<file path="config.mk">
export PLATFORM = sky130hd
export DESIGN_NAME = decode_flat
export DESIGN_NICKNAME = d
export VERILOG_FILES = /design/src/rtl/decode_if.sv /design/src/rtl/decode.sv /design/src/flat_wrapper.sv
export SDC_FILE = /design/constraint.sdc
export NUM_CORES = 1
export LEC_CHECK = 0
export CAP_MARGIN = 0
export CORE_MARGIN = 5
export CORE_UTILIZATION = 25
export DETAILED_ROUTE_END_ITERATION = 7
export GPL_TIMING_DRIVEN = 0
export PLACE_DENSITY_LB_ADDON = 0.05
export SKIP_LAST_GASP = 1
export SLEW_MARGIN = 40
export SYNTH_ARGS = -nofsm -noshare
export SYNTH_HDL_FRONTEND = slang
export SYNTH_SLANG_ARGS = --single-unit
</file>
<file path="constraint.sdc">
create_clock -name clock -period 1.15 [get_ports clock]
set_clock_uncertainty 0.15 [all_clocks]
set_input_delay 0.1725 -clock clock [delete_from_list [all_inputs] [get_ports clock]]
set_output_delay 0.1725 -clock clock [all_outputs]
set_load 0.05 [all_outputs]
</file>
<file path="src/rtl/decode_if.sv">
// Bus between the controller/fetch side and the decode stage.
// The instr_count signal exists only when DECODE_INSTR_COUNT_EN is defined.
interface decode_if;
    logic        enable_decode;
    logic [15:0] dout;
    logic [15:0] npc_in;
    logic [15:0] IR;
    logic [15:0] npc_out;
    logic [5:0]  E_control;
    logic [1:0]  W_control;
    logic        Mem_control;
    logic        decode_valid;
    logic        illegal_op;
`ifdef DECODE_INSTR_COUNT_EN
    logic [15:0] instr_count;

    modport master (
        output enable_decode, dout, npc_in,
        input  IR, npc_out, E_control, W_control, Mem_control,
               decode_valid, illegal_op, instr_count
    );
    modport slave (
        input  enable_decode, dout, npc_in,
        output IR, npc_out, E_control, W_control, Mem_control,
               decode_valid, illegal_op, instr_count
    );
`else
    modport master (
        output enable_decode, dout, npc_in,
        input  IR, npc_out, E_control, W_control, Mem_control,
               decode_valid, illegal_op
    );
    modport slave (
        input  enable_decode, dout, npc_in,
        output IR, npc_out, E_control, W_control, Mem_control,
               decode_valid, illegal_op
    );
`endif
endinterface

</file>
<file path="src/rtl/decode.sv">
// LC-3 style decode stage: captures the fetched word and produces execute/memory/writeback controls.
// Optional DECODE_INSTR_COUNT_EN adds a wrapping 16-bit count of enabled decodes.
module decode (
    input  logic   clock,
    input  logic   reset,
    decode_if.slave bus
);
    logic [3:0]  opcode;
    logic [1:0]  alu_control;
    logic [1:0]  pcselect1;
    logic        pcselect2;
    logic        op2select;
    logic [1:0]  w_next;
    logic        mem_next;
    logic        illegal_next;

    logic [15:0] ir_q;
    logic [15:0] npc_q;
    logic [5:0]  e_q;
    logic [1:0]  w_q;
    logic        mem_q;
    logic        valid_q;
    logic        illegal_q;

    assign opcode = bus.dout[15:12];

    always_comb begin
        alu_control  = 2'b00;
        pcselect1    = 2'b00;
        pcselect2    = 1'b0;
        op2select    = 1'b0;
        w_next       = 2'd0;
        mem_next     = 1'b0;
        illegal_next = 1'b0;
        case (opcode)
            4'b0001: op2select = ~bus.dout[5];                                  // ADD
            4'b0101: begin alu_control = 2'b01; op2select = ~bus.dout[5]; end  // AND
            4'b1001: begin alu_control = 2'b10; op2select = 1'b1; end          // NOT
            4'b0000, 4'b0011: begin pcselect1 = 2'b01; pcselect2 = 1'b1; end   // BR, ST
            4'b0010: begin pcselect1 = 2'b01; pcselect2 = 1'b1; w_next = 2'd1; end // LD
            4'b1010: begin
                pcselect1 = 2'b01; pcselect2 = 1'b1; w_next = 2'd1; mem_next = 1'b1; // LDI
            end
            4'b1011: begin pcselect1 = 2'b01; pcselect2 = 1'b1; mem_next = 1'b1; end // STI
            4'b1110: begin pcselect1 = 2'b01; pcselect2 = 1'b1; w_next = 2'd2; end   // LEA
            4'b0110: begin pcselect1 = 2'b10; w_next = 2'd1; end                     // LDR
            4'b0111: pcselect1 = 2'b10;                                              // STR
            4'b1100: pcselect1 = 2'b11;                                              // JMP
            default: illegal_next = 1'b1;  // 0100, 1000, 1101, 1111: controls stay 0
        endcase
    end

    always_ff @(posedge clock) begin
        if (!reset) begin
            ir_q      <= 16'h0000;
            npc_q     <= 16'h0000;
            e_q       <= 6'b000000;
            w_q       <= 2'd0;
            mem_q     <= 1'b0;
            valid_q   <= 1'b0;
            illegal_q <= 1'b0;
        end else begin
            valid_q <= bus.enable_decode;
            if (bus.enable_decode) begin
                ir_q      <= bus.dout;
                npc_q     <= bus.npc_in;
                e_q       <= {alu_control, pcselect1, pcselect2, op2select};
                w_q       <= w_next;
                mem_q     <= mem_next;
                illegal_q <= illegal_next;
            end
        end
    end

    assign bus.IR           = ir_q;
    assign bus.npc_out      = npc_q;
    assign bus.E_control    = e_q;
    assign bus.W_control    = w_q;
    assign bus.Mem_control  = mem_q;
    assign bus.decode_valid = valid_q;
    assign bus.illegal_op   = illegal_q;

`ifdef DECODE_INSTR_COUNT_EN
    logic [15:0] count_q;

    always_ff @(posedge clock) begin
        if (!reset)
            count_q <= 16'h0000;
        else if (bus.enable_decode)
            count_q <= count_q + 16'h0001;
    end

    assign bus.instr_count = count_q;
`endif
endmodule

</file>
<file path="src/flat_wrapper.sv">
// flat-port wrapper written by rule: the top's interface ports become plain ports
module decode_flat 
  (clock, reset, bus_enable_decode, bus_dout, bus_npc_in, bus_IR, bus_npc_out, bus_E_control, bus_W_control, bus_Mem_control, bus_decode_valid, bus_illegal_op);
  decode_if bus_i ();
  input  logic clock;
  input  logic reset;
  input wire logic [$bits(bus_i.enable_decode)-1:0] bus_enable_decode;
  input wire logic [$bits(bus_i.dout)-1:0] bus_dout;
  input wire logic [$bits(bus_i.npc_in)-1:0] bus_npc_in;
  output wire logic [$bits(bus_i.IR)-1:0] bus_IR;
  output wire logic [$bits(bus_i.npc_out)-1:0] bus_npc_out;
  output wire logic [$bits(bus_i.E_control)-1:0] bus_E_control;
  output wire logic [$bits(bus_i.W_control)-1:0] bus_W_control;
  output wire logic [$bits(bus_i.Mem_control)-1:0] bus_Mem_control;
  output wire logic [$bits(bus_i.decode_valid)-1:0] bus_decode_valid;
  output wire logic [$bits(bus_i.illegal_op)-1:0] bus_illegal_op;
  assign bus_i.enable_decode = bus_enable_decode;
  assign bus_i.dout = bus_dout;
  assign bus_i.npc_in = bus_npc_in;
  assign bus_IR = bus_i.IR;
  assign bus_npc_out = bus_i.npc_out;
  assign bus_E_control = bus_i.E_control;
  assign bus_W_control = bus_i.W_control;
  assign bus_Mem_control = bus_i.Mem_control;
  assign bus_decode_valid = bus_i.decode_valid;
  assign bus_illegal_op = bus_i.illegal_op;
  decode u_core (.clock(clock), .reset(reset), .bus(bus_i));
endmodule
</file>
=== After elaboration in Yosys (flattened, before gate mapping) ===
Index checks and enable logic that the tools add are counted.

* Bits in registers: 43
* Bits of input ports: 35
* Output and inout bits: 43
* Word-level logic and storage cells: 33

* Eq/ne operators: 11
* Mux-type cells: 7
* Bitwise operators: 1
* Reduce and logical (&&, ||, !) cells: 7

{| class="wikitable"
|+ Operators with widths
! kind !! count
|-
| $eq A4 B4 Y1 const B || 5
|-
| $eq A4 B3 Y1 const B || 3
|-
| $reduce_or A12 Y1 || 1
|-
| $eq A4 B2 Y1 const B || 2
|-
| $pmux W2 S2 || 2
|-
| $pmux W2 S3 || 1
|-
| $reduce_or A2 Y1 || 3
|-
| $reduce_or A6 Y1 || 1
|-
| $eq A4 B1 Y1 const B || 1
|-
| $logic_not A4 Y1 || 1
|-
| $mux W1 || 3
|-
| $reduce_or A3 Y1 || 1
|-
| $pmux W1 S2 || 1
|-
| $not A1 Y1 || 1
|}

=== Logic depth before layout (Yosys ltp) ===
* Depth after elaboration: 3
* Mapped depth: 5
* Gate-level depth less buffers: 3

=== Worst setup path after synthesis ===
Ideal clock, no wire load.

* Path kind: reg-to-reg
* Start point: reg u_core.bus.E_control[3] (netlist name)
* End point: reg u_core.e_q[3] (netlist: u_core.bus.E_control[3])
* Setup time: 0.070 ns
* Arrival time: 0.981 ns
* Data required time: 0.930 ns
* Path slack: -0.051 ns
* Cell stages (with the launch flop): 4
* Buffers on the path: 0
* Period minus slack after synthesis: 1.201 ns
* Cells stage by stage: dfxtp_1 -> mux2_2 -> nand2_1 -> a21oi_1

{| class="wikitable"
|+ RTL lines
! element !! line !! RTL
|-
| to (signal assigned) || decode.sv:67 || <nowiki>e_q <= {alu_control, pcselect1, pcselect2, op2select};</nowiki>
|-
| to (decl) || decode.sv:19 || <nowiki>logic [5:0] e_q;</nowiki>
|}

=== Worst setup path in the final report ===
* Start point: reg u_core.e_q[3] (netlist: u_core.bus.E_control[3])
* End point: out bus_E_control[3]

{| class="wikitable"
|+ RTL lines
! element !! line !! RTL
|-
| to (decl) || flat_wrapper.sv:12 || <nowiki>output wire logic [$bits(bus_i.E_control)-1:0] bus_E_control;</nowiki>
|}

No word-level cell between the ends.

==> impl_metrics.env <==
export IMPL_status="finished clean"
export IMPL_routed_wirelength_mm=4.25
export IMPL_dieArea_um2=8710
export IMPL_grt_pass1_vias=1419
export IMPL_final_nets=277
export IMPL_critical_path_endpoint_type="primary output"
export IMPL_drv_slew=0
export IMPL_final_area_um2=2860
export IMPL_synth_most_common_cell="dfxtp_1"
export IMPL_min_path_type="in -> reg"
export IMPL_critPathMaxStageDelay_ps=360
export IMPL_postSynthCellCount=160
export IMPL_clkSinkCount=43
export IMPL_cts_buffers_inserted=5
export IMPL_netlist_area_um2=1740
export IMPL_die_w_um=93.3
export IMPL_critPathBufInv=1
export IMPL_grt_pass1_wl_mm=6.81
export IMPL_fin_crit_sh=0.972
export IMPL_p_per_area_nw_per_um2=1250
export IMPL_crit_type="reg -> out"
export IMPL_grt_total_usage=0.0989
export IMPL_fin_cells=339
export IMPL_start_util=0.256
export IMPL_drt_iter0_drc=19
export IMPL_dp_cells=331
export IMPL_ios=78
export IMPL_dp_hpwl_mm=3.07
export IMPL_fin_hold_ws_ps=21.8
export IMPL_slew_headroom=0.779
export IMPL_gp_congestion=0.696
export IMPL_rsz0062_at_grt="true"
export IMPL_p_total_uw=3560
export IMPL_placementRows=30
export IMPL_syn_area_per_cell_um2=10.9
export IMPL_reg2reg_slack_ps=200
export IMPL_cts_htree_levels=2
export IMPL_first_pass_iters=4
export IMPL_core_um2=6790
export IMPL_synth_largest_area_cell="dfxtp_1"
export IMPL_synthFlopType="dfxtp_1"
export IMPL_ant_nets=0
export IMPL_synth_edff_count=0
export IMPL_slowest_stage="dfxtp_2"
export IMPL_insertion_delay_ps=290
export IMPL_yosys_register_bits=43
export IMPL_grt_antenna_before_repair=0
export IMPL_grt_max_degree=13
export IMPL_port_buffers=75
export IMPL_worstPathMaxFanout=2
export IMPL_arrival_ps=800
export IMPL_synth_area_leaders="dfxtp_1 (50%), mux2i_1 (19%), nor2b_1 (12%)"
export IMPL_synth_fp_nets=195
export IMPL_remaining_drc_errors=0
export IMPL_cts_setup_buffers=0
export IMPL_synthToLayoutAreaGrowth_pct=64.5
export IMPL_ys_warn_count=0
export IMPL_clk_path_buf_depth=2
export IMPL_drive_gt1_frac=0.444
export IMPL_wire_per_inst_um=12.5
export IMPL_cts_root_buf="clkbuf_8"
export IMPL_final_hold_violation_count=0
export IMPL_tns_ps=0
export IMPL_dieHeight_um=93.3
export IMPL_vias_per_cell=4.01
export IMPL_fmax_mhz=894
export IMPL_cts_tree="built"
export IMPL_p_leak_uw=0.00123
export IMPL_ys_seq_area_frac=0.496
export IMPL_worstMarginPinSlew_ps=331
export IMPL_async_reset_ff_frac=0
export IMPL_synth_top_area_frac=0.496
export IMPL_setup_viol=0
export IMPL_synth_common_cells="dfxtp_1 (43), mux2i_1 (33), nor2b_1 (33)"
export IMPL_diodes=0
export IMPL_period_needed_ps=1120
export IMPL_ir_worst_vdd_mv=0.677
export IMPL_ys_types=30
export IMPL_clkTransAtPathRegs_ps=80
export IMPL_path_cells="buf_8"
export IMPL_startpoint_type="register"
export IMPL_grt_overflow=0
export IMPL_vias=1360
export IMPL_post_dp_cell_area_um2=2610
export IMPL_cp_data_required_time_ps=830
export IMPL_drv_cap=0
export IMPL_postCtsHoldBufs=0
export IMPL_cp_top_family="flip-flops"
-- metal layers --
metal | part of all wire | global-route usage | vias up
li1 | - | - | 693
met4 | 0.0078 | 0.0330 | 0
met2 | 0.46 | 0.155 | 45
met3 | 0.092 | 0.0491 | 4
met1 | 0.44 | 0.117 | 618
met5 | 0 | 0 | -
-- power breakdown --
group / switching (µW) / leakage [µW] / internal (µW) / total (µW)
clock: 507 / 0.0000515 / 549 / 1060
combinational: 464 / 0.000805 / 397 / 862
sequential: 56.5 / 0.000370 / 1590 / 1640
-- registers in the layout, summed over array words and instances (netlist names) --
register                 cells
u_core.bus.decode_valid      1
u_core.bus.E_control         6
u_core.bus.W_control         2
u_core.bus.illegal_op        1
u_core.bus.Mem_control       1
u_core.bus.IR               16
u_core.bus.npc_out          16
-- metrics by stage --
stage               setup slack (ps)  utilization
detailed placement              -544        0.384
finish                          31.7        0.420
global route                   -6.46        0.420
CTS                            -31.9        0.410
floorplan                       6.35            -
global placement                -553        0.384
-- final timing paths --
kind / from / endpoint / cells after the start
worst min-delay path: bus_dout[14] / u_core.bus.W_control[1] / 3
worst max register to register: u_core.bus.E_control[3] / u_core.bus.E_control[3] / 3
worst min register to register: u_core.bus.E_control[5] / u_core.bus.E_control[5] / 2
worst max-delay path: u_core.bus.E_control[3] / bus_E_control[3] / 1
-- what timing repair did --
item / in CTS / in global routing
pin swaps: 0 / 0
resized for setup: 323 / 43
endpoints found under the setup margin: 76 / 66
-- area by class of cell --
cell class                      instances  area [µm²]
Inverter                                2        7.51
Multi-Input combinational cell        104         787
Clock buffer                            8         100
Fill cell                             707        3940
Tap cell                               96         120
Buffer                                 11         105
Timing Repair Buffer                   75         823
Sequential cell                        43         913
-- cell usage in the layout (no fill, tap or decap), types with 2 or more instances in the layout --
cell and count:
buf_6 43, nand3_1 2, buf_8 6, clkbuf_8 7, o21ai_1 3, o21ai_0 2
dlygate4sd2_1 3, mux2i_1 33, clkdlybuf4s50_1 29, dfxtp_2 42, nand2_1 6, and2b_1 2
nand2b_1 5, nor2b_1 32, inv_1 2, buf_4 5, a22o_1 2, a21boi_1 2
-- cells by family (layout without fill, tap and decap cells) --
group                  Yosys count  count (layout)  synth area share
multiplexers                    34              34             0.197
AND/OR/NAND/NOR                 55              55             0.195
AO/OA/AOI/OAI                   14              14            0.0548
XOR/XNOR                         1               1           0.00504
buffers and inverters           13              96            0.0526
flip-flops                      43              43             0.496
Note: power is estimated with default switching activity, not from simulation.
